--- config.mk ---
export PLATFORM = sky130hd
export DESIGN_NAME = time_pulse_gen
export DESIGN_NICKNAME = d
export VERILOG_FILES = /design/src/rtl/agc_timing_pkg.sv /design/src/rtl/tp_decode.sv /design/src/rtl/time_pulse_gen.sv
export SDC_FILE = /design/constraint.sdc
export NUM_CORES = 1
export LEC_CHECK = 0
export BUFFER_PORTS_ARGS = -buffer_cell sky130_fd_sc_hd__buf_2
export CORE_MARGIN = 10
export CORE_UTILIZATION = 46
export DETAILED_ROUTE_END_ITERATION = 8
export MAX_ROUTING_LAYER = met4
export PLACE_DENSITY = 0.81
export SYNTH_ARGS = -nofsm -noshare
export SYNTH_HDL_FRONTEND = slang
export SYNTH_SLANG_ARGS = --single-unit
export TNS_END_PERCENT = 30
--- constraint.sdc ---
create_clock -name SIM_CLK -period 1.6 [get_ports SIM_CLK]
set_input_delay 0.08 -clock SIM_CLK [delete_from_list [all_inputs] [get_ports SIM_CLK]]
set_output_delay 0.08 -clock SIM_CLK [all_outputs]
set_load 0.01 [all_outputs]
--- src/rtl/agc_timing_pkg.sv ---
// Shared timing types for the memory-cycle sequencer: time-pulse/phase widths,
// phase encoding and the single-step FSM states.
package agc_timing_pkg;

    localparam int NUM_TP = 12;
    localparam int NUM_PH = 4;

    typedef logic [3:0] tp_t;
    typedef logic [1:0] ph_t;

    typedef enum logic [1:0] {
        PH_CT = 2'd0,
        PH_RT = 2'd1,
        PH_WT = 2'd2,
        PH_TT = 2'd3
    } phase_e;

    typedef enum logic {
        ST_RUN     = 1'b0,
        ST_STOPPED = 1'b1
    } step_state_e;

    localparam tp_t TP_FIRST = 4'd1;
    localparam tp_t TP_LAST  = 4'd12;

endpackage

--- src/rtl/tp_decode.sv ---
// Combinational decode of (time pulse, phase, stopped) into the active-low
// T pulses and phase strobes; everything is forced high while halted.
module tp_decode
    import agc_timing_pkg::*;
(
    input  logic              stopped,
    input  tp_t               tp,
    input  ph_t               ph,
    output logic [NUM_TP-1:0] T_n,
    output logic              CT_n,
    output logic              RT_n,
    output logic              WT_n,
    output logic              TT_n
);

    generate
        for (genvar gi = 0; gi < NUM_TP; gi++) begin : g_tp
            assign T_n[gi] = stopped | (tp != tp_t'(gi + 1));
        end
    endgenerate

    // RT spans both the read and write phases so the read path stays open
    // while the write strobe fires.
    assign CT_n = stopped | (ph != PH_CT);
    assign RT_n = stopped | !((ph == PH_RT) || (ph == PH_WT));
    assign WT_n = stopped | (ph != PH_WT);
    assign TT_n = stopped | (ph != PH_TT);

endmodule

--- src/rtl/time_pulse_gen.sv ---
// Memory-cycle sequencer: T01..T12 time pulses with four phases each, plus
// GOJAM restart, MSTP/MSTRT single-stepping and the end-of-cycle MCT pulse.
module time_pulse_gen
    import agc_timing_pkg::*;
#(
    parameter int TICKS_PER_PHASE = 1
) (
    input  logic        SIM_CLK,
    input  logic        SIM_RST,
    input  logic        CLK_EN,
    input  logic        GOJAM,
    input  logic        MSTP,
    input  logic        MSTRT,
    output logic [11:0] T_n,
    output logic        CT_n,
    output logic        RT_n,
    output logic        WT_n,
    output logic        TT_n,
    output logic        MCT,
    output logic        STOPPED
);

    localparam int TICK_W = (TICKS_PER_PHASE > 1) ? $clog2(TICKS_PER_PHASE) : 1;
    localparam logic [TICK_W-1:0] TICK_LAST = TICK_W'(TICKS_PER_PHASE - 1);

    tp_t               tp_reg, tp_next;
    ph_t               ph_reg, ph_next;
    logic [TICK_W-1:0] tick_reg, tick_next;
    step_state_e       state_reg, state_next;
    logic              mstrt_prev_reg, mstrt_prev_next;
    logic              mct_next;
    logic              mstrt_rise;

    logic [11:0] dec_t_n;
    logic        dec_ct_n, dec_rt_n, dec_wt_n, dec_tt_n;

    // The edge detector only samples on enabled ticks so an edge landing on
    // a disabled cycle is still seen on the next enabled one.
    assign mstrt_rise = MSTRT & ~mstrt_prev_reg;

    always_comb begin
        tp_next         = tp_reg;
        ph_next         = ph_reg;
        tick_next       = tick_reg;
        state_next      = state_reg;
        mct_next        = 1'b0;
        mstrt_prev_next = CLK_EN ? MSTRT : mstrt_prev_reg;

        if (GOJAM) begin
            tp_next    = TP_FIRST;
            ph_next    = PH_CT;
            tick_next  = '0;
            state_next = ST_RUN;
        end else if (CLK_EN) begin
            case (state_reg)
                ST_RUN: begin
                    if (tick_reg == TICK_LAST) begin
                        tick_next = '0;
                        if (ph_reg == PH_TT) begin
                            ph_next = PH_CT;
                            if (tp_reg == TP_LAST) begin
                                tp_next  = TP_FIRST;
                                mct_next = 1'b1;
                                if (MSTP) begin
                                    state_next = ST_STOPPED;
                                end
                            end else begin
                                tp_next = tp_reg + 4'd1;
                            end
                        end else begin
                            ph_next = ph_reg + 2'd1;
                        end
                    end else begin
                        tick_next = tick_reg + TICK_W'(1);
                    end
                end
                ST_STOPPED: begin
                    if (mstrt_rise || !MSTP) begin
                        state_next = ST_RUN;
                        tp_next    = TP_FIRST;
                        ph_next    = PH_CT;
                        tick_next  = '0;
                    end
                end
                default: begin
                    state_next = ST_RUN;
                end
            endcase
        end
    end

    // Decoding the next state lets the output registers load on the same
    // edge as the counters.
    tp_decode u_decode (
        .stopped (state_next == ST_STOPPED),
        .tp      (tp_next),
        .ph      (ph_next),
        .T_n     (dec_t_n),
        .CT_n    (dec_ct_n),
        .RT_n    (dec_rt_n),
        .WT_n    (dec_wt_n),
        .TT_n    (dec_tt_n)
    );

    always_ff @(posedge SIM_CLK) begin
        if (SIM_RST) begin
            tp_reg         <= TP_FIRST;
            ph_reg         <= PH_CT;
            tick_reg       <= '0;
            state_reg      <= ST_RUN;
            mstrt_prev_reg <= 1'b0;
            T_n            <= 12'hFFE;
            CT_n           <= 1'b0;
            RT_n           <= 1'b1;
            WT_n           <= 1'b1;
            TT_n           <= 1'b1;
            MCT            <= 1'b0;
            STOPPED        <= 1'b0;
        end else begin
            tp_reg         <= tp_next;
            ph_reg         <= ph_next;
            tick_reg       <= tick_next;
            state_reg      <= state_next;
            mstrt_prev_reg <= mstrt_prev_next;
            T_n            <= dec_t_n;
            CT_n           <= dec_ct_n;
            RT_n           <= dec_rt_n;
            WT_n           <= dec_wt_n;
            TT_n           <= dec_tt_n;
            MCT            <= mct_next;
            STOPPED        <= (state_next == ST_STOPPED);
        end
    end

endmodule
# Word-level counts from Yosys, hierarchy flattened
# Index checks and enable logic that the tools add are counted.
# word_totals
reg_bits,26
latch_bits,0
ram_bits,0
rom_bits,0
input_bits,6
memories,0
# classes
n_addsub,3
multipliers,0
div,0
n_lt_le_gt_ge,0
n_eq_ne,19
shift,0
mux,25
n_bitwise,21
n_reduce_logical,8
# op_table
cell,n
$mux 4,6
$ne 4x4->1 const B,5
$ne 4x3->1 const B,4
$or 1x1->1,16
$mux 1,10
$mux 2,5
$ne 4x2->1 const B,2
$pmux 4 s2,1
$reduce_or 6->1,1
$add 4x1->4 const B,1
$eq 2x2->1 const B,2
$eq 4x4->1 const B,1
$ne 2x2->1 const B,2
$ne 4x1->1 const B,1
$not 1->1,4
$pmux 1 s2,2
$pmux 2 s2,1
$add 2x1->2 const B,1
$eq 2x1->1 const B,1
$logic_not 1->1,2
$logic_or 1x1->1,2
$ne 2x1->1 const B,1
$reduce_and 2->1,1
$reduce_bool 2->1,1
other kinds (3),3

# Logic depth before layout (Yosys ltp)
# depth
depth_word,11
depth_mapped,7
depth_no_buf,7

# Cells and area by module
# A second synthesis with hierarchy kept.
# unflattened
hier_cells,125
area_unflattened_um2,1138.6
# by_module_without_submodules
mod,n_inst,cells_each,area_each_um2,seq_area_each_um2
time_pulse_gen,1,98,963.4,500.5
tp_decode,1,27,175.2,0.0

# Worst setup path after synthesis
# No wires, ideal clock.
# synth_path
kind,flip-flop to flip-flop
start,register state_reg
end,register RT_n
setup_time_ns,0.120
arrival_ns,1.598
required_ns,1.480
slack_ns,-0.118
path_stages_with_launch,7
n_path_buf,0
period_less_slack_ns,1.718
cell_sequence,dfxtp_1 -> nand2_1 -> o21ai_1 -> a22oi_1 -> or2_2 -> ha_1 -> nand2_1
# synth_via
elab_chain_cells,8
elab_cells_between_ends,12
# synth_rtl
element,line,source
from (decl),time_pulse_gen.sv:29,"step_state_e state_reg, state_next;"
from (signal assigned),time_pulse_gen.sv:123,state_reg <= state_next;
$not 1->1,-,
$pmux 2 s2,time_pulse_gen.sv:55,case (state_reg)
$mux 2,time_pulse_gen.sv:54,end else if (CLK_EN) begin
$mux 2,time_pulse_gen.sv:49,if (GOJAM) begin
$eq 2x1->1 / $eq 2x2->1 (equally long branches),tp_decode.sv:25,assign RT_n = stopped | !((ph == PH_RT) || (ph == PH_WT));
$logic_or 1x1->1,tp_decode.sv:25,
$logic_not 1->1,tp_decode.sv:25,
$or 1x1->1 *,tp_decode.sv:25,
to (signal assigned),time_pulse_gen.sv:127,RT_n <= dec_rt_n;
to (decl),time_pulse_gen.sv:16,"output logic RT_n,"
# Every way passes the cells marked *; elsewhere a longest branch is shown, timed or not.
# A chain may end at the register's enable or synchronous reset.

# Worst setup path in the final report
# layout_path
start,register state_reg
end,register T_n[8]
# layout_via
elab_chain_cells,6
elab_cells_between_ends,9
# layout_rtl
element,line,source
$not 1->1,-,
$pmux 4 s2,time_pulse_gen.sv:55,
$mux 4,time_pulse_gen.sv:54,
$mux 4,time_pulse_gen.sv:49,
$ne 4x4->1,tp_decode.sv:18,assign T_n[gi] = stopped | (tp != tp_t'(gi + 1));
$or 1x1->1 *,tp_decode.sv:18,
to (signal assigned),time_pulse_gen.sv:125,T_n <= dec_t_n;
to (decl),time_pulse_gen.sv:14,"output logic [11:0] T_n,"
# Marks and branches as above.

==> impl_metrics.yaml <==
cts:
  clk_transition_reported_paths_ns: 0.15
  numCtsBuffers: 3
  clock-sinks: 25
  clock_latency_ns: 0.33
  cts_tree: "built"
  htree_levels: 1
  cts_max_path_buffers: 2
  root_buffer: "clkbuf_4"
die:
  placement_rows: 17
  die_x_um: 68.1
  core_area_um2: 2210
  die_area_um2: 4640
  die_y_um: 68.1
  io_pins: 24
  start_util_pct: 48.1
power_and_ir_drop:
  power_density_nw_per_um2: 664
  p_leak_nw: 0.615
  ir_worst_vdd_v: 0.000604
place:
  place_ws_ns: -0.173
  place_congestion: 0.894
  hpwl_um: 1990
  dp.cells: 170
  port_buffers: 23
worst_setup_path:
  worst-endpoint-required_ns: 1.81
  critPathMaxFanout: 7
  worstPathArrival_ns: 1.94
  cp-end-kind: "flop"
  worstSetupStartpointType: "flop"
  path_class: "reg -> reg"
synth:
  yosysUniqueCellTypes: 40
  syn-num-nets: 121
  yosys.area.top_type_share_pct: 47.0
  syn_area_um2: 1060
  ys_seq_elements: 25
  seq_area_frac_synth_pct: 47.0
  synth_largest_area_cell: "dfxtp_1"
  synthArstFlopShare_pct: 0
  synth_warnings: 0
  synth_cells: 109
  synth-edff-count: 0
  synth.area.top_cells: "dfxtp_1 (47%), ha_1 (7.1%), nand2_1 (4.9%)"
  synthFlopType: "dfxtp_1"
  avgSynthCellArea_um2: 9.77
sta:
  finalHoldViolations: 0
  rsz0062_at_grt: "yes"
  fmax_mhz: 577
  skew_ns: 0.00774
  worstMarginPinSlew_ns: 0.334
  tns_ns: -0.770
  fin_ws_ns: -0.133
  slew_headroom_pct: 77.6
  fin_crit_ns: 1.73
  post-route-period-util_pct: 108
  final_max_slew_viol_count: 0
  setup_viol: 12
cells_and_area:
  syn_to_final_growth_pct: 43.1
  layout.nets: 165
  n_antenna_cell: 0
  stdcell_count: 180
  nFillCells: 167
  final_cell_mix: "buf_2 (23), dfxtp_1 (20), buf_4 (17)"
  finish.utilization_pct: 68.9
  final_common_cell: "buf_2"
  largest_reg_flops: 12
  drive_gt1_share_pct: 52.0
drt:
  drt-vias-per-instance: 5.61
  post-route-drc-count: 0
  via_count: 1009
  drt-wirelength-per-cell_um: 17.9
  ant_nets: 0
  dr.pass1.iters: 4
  wirelength_um: 3220
  first_iter_violations: 43
grt:
  antenna_found_initial: 0
  grt_pass1_vias: 996
  met2_usage_pct: 22.6
  grt.met3_usage_pct: 3.43
  grt_pass1_wl_um: 4490
  met1_usage_pct: 13.1
  overflow: 0
  grt_start_max_net_pins: 16
  grt-busiest-layer: "met2"
  track_usage_pct: 12.7
job:
  cap_violations: 0
run_status:
  failed_checks: "setup timing"
  status: "complete, but fails checks"
hold_path:
  worst_hold_path_type: "in -> reg"
-- metal layers --
metal	routed length (µm)	up-vias
met4	57	0
met5	0	-
met1	1250	502
met3	150	8
met2	1770	28
li1	-	471
-- through the flow --
stage / cell area (µm²) / power (mW) / hold WS, ns
floorplan: 1080 / 0.681 / 0.149
global placement: 1310 / 0.711 / 0.323
detailed placement: 1310 / 0.713 / 0.322
CTS: 1400 / 1.00 / 0.0000257
global route: 1520 / 1.04 / 0.0266
finish: 1520 / 1.01 / 0.00516
-- cell type report --
cell class              count  area [µm²]  area share [%]
clock buffers               3        22.5            1.48
clock inverters             1        7.51           0.493
inverters                   6        22.5            1.48
multi-input cells          75         663            43.5
flip-flops and latches     25         509            33.4
well taps                  28        35.0            2.30
repair buffers             42         264            17.3
-- Yosys cell counts (all sizes together), types with 3 or more instances --
cell type,number
a21oi,3
and2,3
dfxtp,25
ha,6
inv,6
nand2,14
nand3,3
nor2,10
nor3,4
o21ai,3
-- final timing paths --
| check | start | to | slack [ns] | depth (start not counted) |
|---|---|---|---|---|
| max | state_reg | T_n[8] | -0.13 | 5 |
| max reg2reg | state_reg | T_n[8] | -0.13 | 5 |
| min reg2reg | mstrt_prev_reg | mstrt_prev_reg | 0.58 | 2 |
| min | MSTRT | mstrt_prev_reg | 0.005 | 3 |
-- kinds of logic after synthesis --
group           after synthesis  synth area share (%)
simple gates                 47                  24.9
flops                        25                  47.0
compound gates               20                  14.8
buf+inv                       9                  3.88
fa+ha+maj                     6                  7.05
mux                           2                  2.35
-- power breakdown --
part	switching, mW	internal (mW)	leakage, nW	total [mW]
Clock	0.201	0.0958	0.0139	0.297
Sequential	0.00401	0.628	0.204	0.632
Combinational	0.0501	0.0328	0.397	0.0829
Total	0.256	0.756	0.615	1.01
-- critical path, cell delays in order, from the launching register on --
cell,delay [ns]
dfxtp_4,0.44
and2b_2,0.27
a31oi_1,0.29
o21ba_4,0.24
nor3b_4,0.26
o211ai_1,0.12
-- what timing repair did --
action	CTS	global route
buffers inserted	2	3
endpoints found under the hold margin	3	0
cloned	0	0
endpoints found under the setup margin	17	18
hold buffers	1	0
pin swaps	7	12
resized for setup	13	23
Note: power is estimated with default switching activity, not from simulation.
